**src/rtl/ex_muldiv_unit.sv**
```systemverilog
// ex_muldiv_unit: iterative RV32M multiply/divide unit that sits beside the EX-stage ALU.
// Multiplies use shift-add and divides use restoring division. Both work on operand
// magnitudes and retire UNROLL bits per CALC cycle. The sign is fixed up when the
// result is formed.
// Optional build macro MULDIV_EARLY_OUT_EN: divide-by-zero, signed overflow and
// multiply-by-zero skip CALC and report done one cycle after accept.
module ex_muldiv_unit #(
   parameter int XLEN   = 32,
   parameter int UNROLL = 1
) (
   input  logic            clk,
   input  logic            rst_n,
   input  logic            start,
   input  logic [2:0]      op,
   input  logic [XLEN-1:0] rs1,
   input  logic [XLEN-1:0] rs2,
   input  logic            flush,
   output logic            busy,
   output logic            done,
   output logic [XLEN-1:0] result,
   output logic            stall
);

   localparam int ITER = XLEN / UNROLL;
   localparam int CW   = $clog2(ITER + 1);
   localparam logic [CW-1:0] LAST = CW'(ITER - 1);

   typedef enum logic [1:0] {IDLE, CALC, DONE} state_t;
   state_t state_q, state_d;

   logic [2:0]      op_q;
   logic            neg_q, rem_neg_q, div_zero_q;
   logic [XLEN-1:0] hi_q, lo_q, opnd_q;
   logic [XLEN-1:0] hi_n, lo_n;
   logic [CW-1:0]   cnt_q;
   logic [XLEN-1:0] result_q;

   logic            is_div, a_signed, b_signed, sa, sb;
   logic [XLEN-1:0] a_mag, b_mag;
   logic            div_zero_in;
   logic            early;
   logic [XLEN-1:0] early_res, calc_res;

   // Operand decode: for divides, op[0] marks the unsigned variants.
   // For multiplies, only MULHU treats rs1 as unsigned, and MULHSU/MULHU treat rs2 as unsigned.
   assign is_div      = op[2];
   assign a_signed    = is_div ? ~op[0] : (op[1:0] != 2'b11);
   assign b_signed    = is_div ? ~op[0] : ~op[1];
   assign sa          = a_signed & rs1[XLEN-1];
   assign sb          = b_signed & rs2[XLEN-1];
   assign a_mag       = sa ? -rs1 : rs1;
   assign b_mag       = sb ? -rs2 : rs2;
   assign div_zero_in = is_div & (rs2 == '0);

`ifdef MULDIV_EARLY_OUT_EN
   localparam logic [XLEN-1:0] MIN_VAL = {1'b1, {(XLEN-1){1'b0}}};
   logic ovf_in;
   assign ovf_in = is_div & ~op[0] & (rs1 == MIN_VAL) & (rs2 == '1);
   assign early  = div_zero_in | ovf_in | (~is_div & ((rs1 == '0) | (rs2 == '0)));

   // Closed-form results for the cases that bypass the iterative datapath.
   always_comb begin
      early_res = '0;
      if (div_zero_in) begin
         early_res = op[1] ? rs1 : '1;
      end else if (ovf_in) begin
         early_res = op[1] ? '0 : MIN_VAL;
      end
   end
`else
   assign early     = 1'b0;
   assign early_res = '0;
`endif

   // UNROLL iterations of either shift-add multiply or restoring divide.
   // The multiply product shifts right through {hi,lo}. The divide quotient shifts into lo from the right.
   always_comb begin
      logic [XLEN:0] rem_t;
      logic [XLEN:0] sum_t;
      hi_n  = hi_q;
      lo_n  = lo_q;
      rem_t = '0;
      sum_t = '0;
      for (int i = 0; i < UNROLL; i++) begin
         if (op_q[2]) begin
            rem_t = {hi_n, lo_n[XLEN-1]};
            lo_n  = {lo_n[XLEN-2:0], 1'b0};
            if (rem_t >= {1'b0, opnd_q}) begin
               rem_t   = rem_t - {1'b0, opnd_q};
               lo_n[0] = 1'b1;
            end
            hi_n = rem_t[XLEN-1:0];
         end else begin
            sum_t = lo_n[0] ? ({1'b0, hi_n} + {1'b0, opnd_q}) : {1'b0, hi_n};
            lo_n  = {sum_t[0], lo_n[XLEN-1:1]};
            hi_n  = sum_t[XLEN:1];
         end
      end
   end

   // Final sign fix-up and result selection from the last iteration's values.
   always_comb begin
      logic [2*XLEN-1:0] prod;
      logic [XLEN-1:0]   quot, remd;
      prod = neg_q ? -{hi_n, lo_n} : {hi_n, lo_n};
      quot = div_zero_q ? '1 : (neg_q ? -lo_n : lo_n);
      remd = rem_neg_q ? -hi_n : hi_n;
      if (op_q[2]) begin
         calc_res = op_q[1] ? remd : quot;
      end else begin
         calc_res = (op_q[1:0] == 2'b00) ? prod[XLEN-1:0] : prod[2*XLEN-1:XLEN];
      end
   end

   // Next-state logic. A flush always returns the unit to IDLE.
   always_comb begin
      state_d = state_q;
      case (state_q)
         IDLE:    if (start) state_d = early ? DONE : CALC;
         CALC:    if (cnt_q == LAST) state_d = DONE;
         DONE:    state_d = IDLE;
         default: state_d = IDLE;
      endcase
      if (flush) state_d = IDLE;
   end

   // State register.
   always_ff @(posedge clk or negedge rst_n) begin
      if (!rst_n) state_q <= IDLE;
      else        state_q <= state_d;
   end

   // Operand latch on accept, iteration in CALC, and result capture on the last step.
   always_ff @(posedge clk or negedge rst_n) begin
      if (!rst_n) begin
         op_q       <= '0;
         neg_q      <= 1'b0;
         rem_neg_q  <= 1'b0;
         div_zero_q <= 1'b0;
         hi_q       <= '0;
         lo_q       <= '0;
         opnd_q     <= '0;
         cnt_q      <= '0;
         result_q   <= '0;
      end else if (flush) begin
         cnt_q <= '0;
      end else begin
         case (state_q)
            IDLE: begin
               if (start) begin
                  op_q       <= op;
                  neg_q      <= sa ^ sb;
                  rem_neg_q  <= sa;
                  div_zero_q <= div_zero_in;
                  hi_q       <= '0;
                  lo_q       <= is_div ? a_mag : b_mag;
                  opnd_q     <= is_div ? b_mag : a_mag;
                  cnt_q      <= '0;
                  if (early) result_q <= early_res;
               end
            end
            CALC: begin
               hi_q  <= hi_n;
               lo_q  <= lo_n;
               cnt_q <= cnt_q + CW'(1);
               if (cnt_q == LAST) result_q <= calc_res;
            end
            default: ;
         endcase
      end
   end

   assign busy   = (state_q != IDLE);
   assign done   = (state_q == DONE);
   assign result = result_q;
   assign stall  = start & ~done;

endmodule
```
**config.mk**
```make
export PLATFORM = sky130hd
export DESIGN_NAME = ex_muldiv_unit
export DESIGN_NICKNAME = d
export VERILOG_FILES = /design/src/rtl/ex_muldiv_unit.sv
export SDC_FILE = /design/constraint.sdc
export NUM_CORES = 1
export LEC_CHECK = 0
export CORE_AREA = 5 5 214 216
export CTS_CLUSTER_DIAMETER = 60
export CTS_CLUSTER_SIZE = 25
export DETAILED_ROUTE_END_ITERATION = 16
export DIE_AREA = 0 0 219 221
export PLACE_DENSITY = 0.58
export SLEW_MARGIN = 20
export SYNTH_ARGS = -nofsm -noshare
export SYNTH_HDL_FRONTEND = slang
export SYNTH_SLANG_ARGS = --single-unit
```
**constraint.sdc**
```tcl
create_clock -name clk -period 14.55 [get_ports clk]
set_clock_uncertainty 0.05 [all_clocks]
set_input_delay 2.91 -clock clk [delete_from_list [all_inputs] [get_ports clk]]
set_output_delay 2.91 -clock clk [all_outputs]
set_load 0.02 [all_outputs]
```
Yosys cells after proc, flatten, opt, wreduce, memory -nomap -nowiden
Index checks and enable logic that the tools add are counted.
Storage, ports and cells
  register bits after elaboration: 142
  logic and storage cells: 75
Operators by class
  mux-type cells: 29
  equal/unequal tests: 7
  reductions and logical operators: 11
  order comparisons: 1
  add/sub/neg operators: 8
  bitwise operators: 9
Operator list (count)
  $mux 32: 15
  $neg 32->32: 4
  $pmux 32 s2: 2
  $mux 64: 1
  $neg 64->64: 1
  $add 32x32->33: 1
  $ge 33x32->1: 1
  $mux 33: 1
  $logic_not 32->1: 1
  $sub 32x32->32: 1
  $mux 6: 2
  $pmux 6 s2: 1
  $reduce_and 3->1: 3
  $add 6x1->6 const B: 1
  $eq 6x5->1 const B: 1
  $mux 2: 3
  $ne 3x3->1 const B: 2
  $and 1x1->1: 4
  $logic_not 2->1: 2
  $ne 2x2->1 const B: 2
  $not 1->1: 4
  $pmux 2 s2: 1
  $reduce_and 2->1: 2
  $reduce_bool 2->1: 2
  other kinds (5): 7

Logic depth before layout (Yosys ltp)
  word-level depth: 8
  mapped depth: 21

Worst setup path before layout
OpenSTA, ideal clock, no wires.
  path kind: input -> output
  start point: input start
  end point: output stall
  path buffers: 0
  required time: 11.590 ns
  setup slack: 8.353 ns
  data arrival time: 3.237 ns
  stages: 1
  cells stage by stage: nor2b_1
Between the ends
  word-level cells in the longest chain between the ends: 1
Ends and longest elaborated chain
  start, declared: line 13  | input logic start,
  $and 1x1->1: line 176  | assign stall = start & ~done;
  end, declared: line 21  | output logic stall
Every way passes these cells.

Final worst setup path
Ends and elaborated chain as after synthesis.

==> flow_metrics.py <==
metrics = {
    "run_status": {
        "status": "completed",
    },
    "synthesis": {
        "yosysMostFrequentCell": "nand2_1",
        "synthDistinctLibCells": 92,
        "ys_warn_count": 0,
        "syn_area_um2": 16000,
        "synth_ff_type": "dfrtp_1",
        "yosysTopAreaCellShare": 0.2221,
        "syn-num-nets": 2349,
        "yosysTopAreaCell": "dfrtp_1",
        "synth_area_leaders": "dfrtp_1 (22%), o21ai_0 (7.4%), nand2_1 (6.8%)",
        "syn_inst": 2207,
        "async_reset_ff_frac": 1.000,
        "synth.avg_cell_area_um2": 7.248,
        "synth_seq_cells": 142,
        "synth_edf_count": 0,
        "yosysSeqAreaShare": 0.2221,
        "synth_common_cells": "nand2_1 (288), o21ai_0 (237), a21oi_1 (209)",
    },
    "clock_tree": {
        "clk_latency_ps": 460,
        "ctsHoldBuffers": 0,
        "ctsHtreeMaxLevel": 4,
        "post_cts_buffers": 0,
        "cts_tree": "yes",
        "cts_resized": 0,
        "clock_path_buffers": 2,
        "numCtsBuffers": 17,
        "path_clk_slew_ps": 70,
        "clockRootBuffer": "clkbuf_16",
        "cts_num_sinks": 142,
    },
    "drt": {
        "drt-vias-per-instance": 6.103,
        "wire_per_inst_um": 21.83,
        "route.detailed.drc": 0,
        "drt-pass1-iter-count": 6,
        "drtAntennaViolNets": 0,
        "vias": 17230,
        "wl_mm": 61.62,
        "dr.first_iter.drc_count": 2081,
    },
    "min_path": {
        "whs_path_depth": 2,
        "hold_end": "result[3]",
        "hp-class": "reg2reg",
        "hold_path_startpoint": "result[3]",
    },
    "finish": {
        "final_util": 0.4117,
        "nNetsFinal": 2360,
        "design_area_um2": 18010,
        "drive_above_1_share": 0.05827,
        "n_antenna_cell": 0,
        "fillers": 4603,
        "area_delta_synth_final_pct": 12.58,
    },
    "place": {
        "hpwlAfterDp_mm": 48.17,
        "dpl-instance-area_um2": 17430,
        "gp_congestion": 1.013,
        "port_buffers": 105,
    },
    "timing": {
        "max_clock_freq_mhz": 138.5,
        "fin_crit_sh": 0.4963,
        "finalSetupViolations": 0,
        "hold_ws_ps": 427.4,
        "finalSetupTns_ps": 0,
        "slew_headroom": 0.2736,
        "rsz0062_at_grt": "false",
        "slew_viol_final": 0,
        "hold_viol": 0,
        "fin_crit_ps": 7221,
        "worst_pin_slew_ps": 1076,
    },
    "pwr": {
        "p_leak_uw": 0.007261,
        "power_density_nw_per_um2": 192.4,
        "vdd_drop_max_v": 0.00007752,
        "p_total_uw": 3464,
    },
    "die": {
        "die_area_um2": 48400,
        "rows": 77,
        "initial_core_util": 0.3657,
        "die_x_um": 219,
        "die-height_um": 221,
        "fp.coreArea_um2": 43740,
        "io_pins": 106,
    },
    "worst_setup_path": {
        "r2r_slack_ps": 8360,
        "timing.rr.start": "opnd_q[24]",
        "crit_arrival_ps": 4260,
        "r2r-end": "result[28]",
        "startpoint_type": "input pin",
        "path_max_fanout": 4,
        "critPathRequiredTime_ps": 11590,
        "crit_type": "in2out",
        "r2r_cells": 15,
        "end_kind": "primary output",
    },
    "flow_run": {
        "cap_violations": 0,
    },
    "grt": {
        "antenna_found_initial": 0,
        "grtUsageTotal": 0.2459,
        "overflow": 0,
        "grt_max_degree": 103,
        "grt_pass1_vias": 16050,
        "grt_pass1_wl_mm": 94.56,
    },
}
## placed cells by master, fill, tap and decap left out, types with 13 or more instances in the layout
cell,n
mux2i_1,53
a211oi_1,32
nand3_1,39
nor3_1,41
and2_1,14
clkdlybuf4s50_1,103
a31oi_1,29
or2_2,17
a21oi_1,209
xor2_1,70
o31ai_1,27
nor4_1,20
nand2b_1,15
inv_1,84
clkbuf_16,17
or3_1,19
a22o_1,15
nor2_1,202
xnor2_1,102
a21o_1,28
o211ai_1,25
ha_1,69
mux2_2,20
nand2_1,288
buf_4,24
nor2b_1,13
o21a_1,19
dfrtp_1,140
o21ai_0,237
nand4_1,29
## worst max-delay path by stage
stage	cells after the start	from	slack, ps	end
after detailed placement	3	start	7320	stall
after floorplan	1	start	8350	stall
final	3	start	7330	stall
after global routing	3	start	7310	stall
after global placement	3	start	7300	stall
after CTS	3	start	7320	stall
## layer usage
metal  wire, um  track usage
met1      26890       0.3390
met2      28080       0.3966
met3       4475      0.03185
met4       2180      0.08549
met5          0            0
## metrics by stage
stage / cells / setup WS (ps)
6_report: 2823 / 7329
5_1_grt: 2823 / 7313
4_1_cts: 2823 / 7323
3_5_place_dp: 2791 / 7322
3_3_place_gp: 2791 / 7299
2_1_floorplan: 2207 / 8353
## final cells by class
type	count	area, um2	area share
Clock buffer	18	439.2	0.02439
Clock inverter	14	133.9	0.007434
Inverter	85	319.1	0.01772
Multi-Input combinational cell	1844	11590	0.6439
Sequential cell	142	3558	0.1976
Tap cell	592	740.7	0.04113
Timing Repair Buffer	128	1222	0.06788
## where the power goes
| group | switching [uW] | internal, uW |
|---|---|---|
| logic | 1540 | 847 |
| registers | 158 | 473 |
| clock network | 201 | 242 |
| total | 1900 | 1560 |
## logic make-up (layout without fill, tap and decap cells)
group | after synthesis | after routing | synth area share
AO/OA/AOI/OAI | 774 | 774 | 0.3059
XOR/XNOR | 172 | 172 | 0.09417
AND/OR/NAND/NOR | 754 | 754 | 0.2194
adder cells (fa/ha/maj) | 71 | 71 | 0.05647
buffers and inverters | 221 | 245 | 0.05467
multiplexers | 73 | 73 | 0.04724
flip-flops | 142 | 142 | 0.2221
## registers in the layout, summed over array words and instances (netlist names)
register    flops
cnt_q           6
div_zero_q      1
hi_q           32
lo_q           32
neg_q           1
op_q            3
opnd_q         32
rem_neg_q       1
result         32
state_q         2
## critical path, stage by stage
cell and delay [ps]:
clkdlybuf4s50_1 590, nor2b_1 160, clkdlybuf4s50_1 610
No activity file was read; power rests on OpenSTA's default activity.
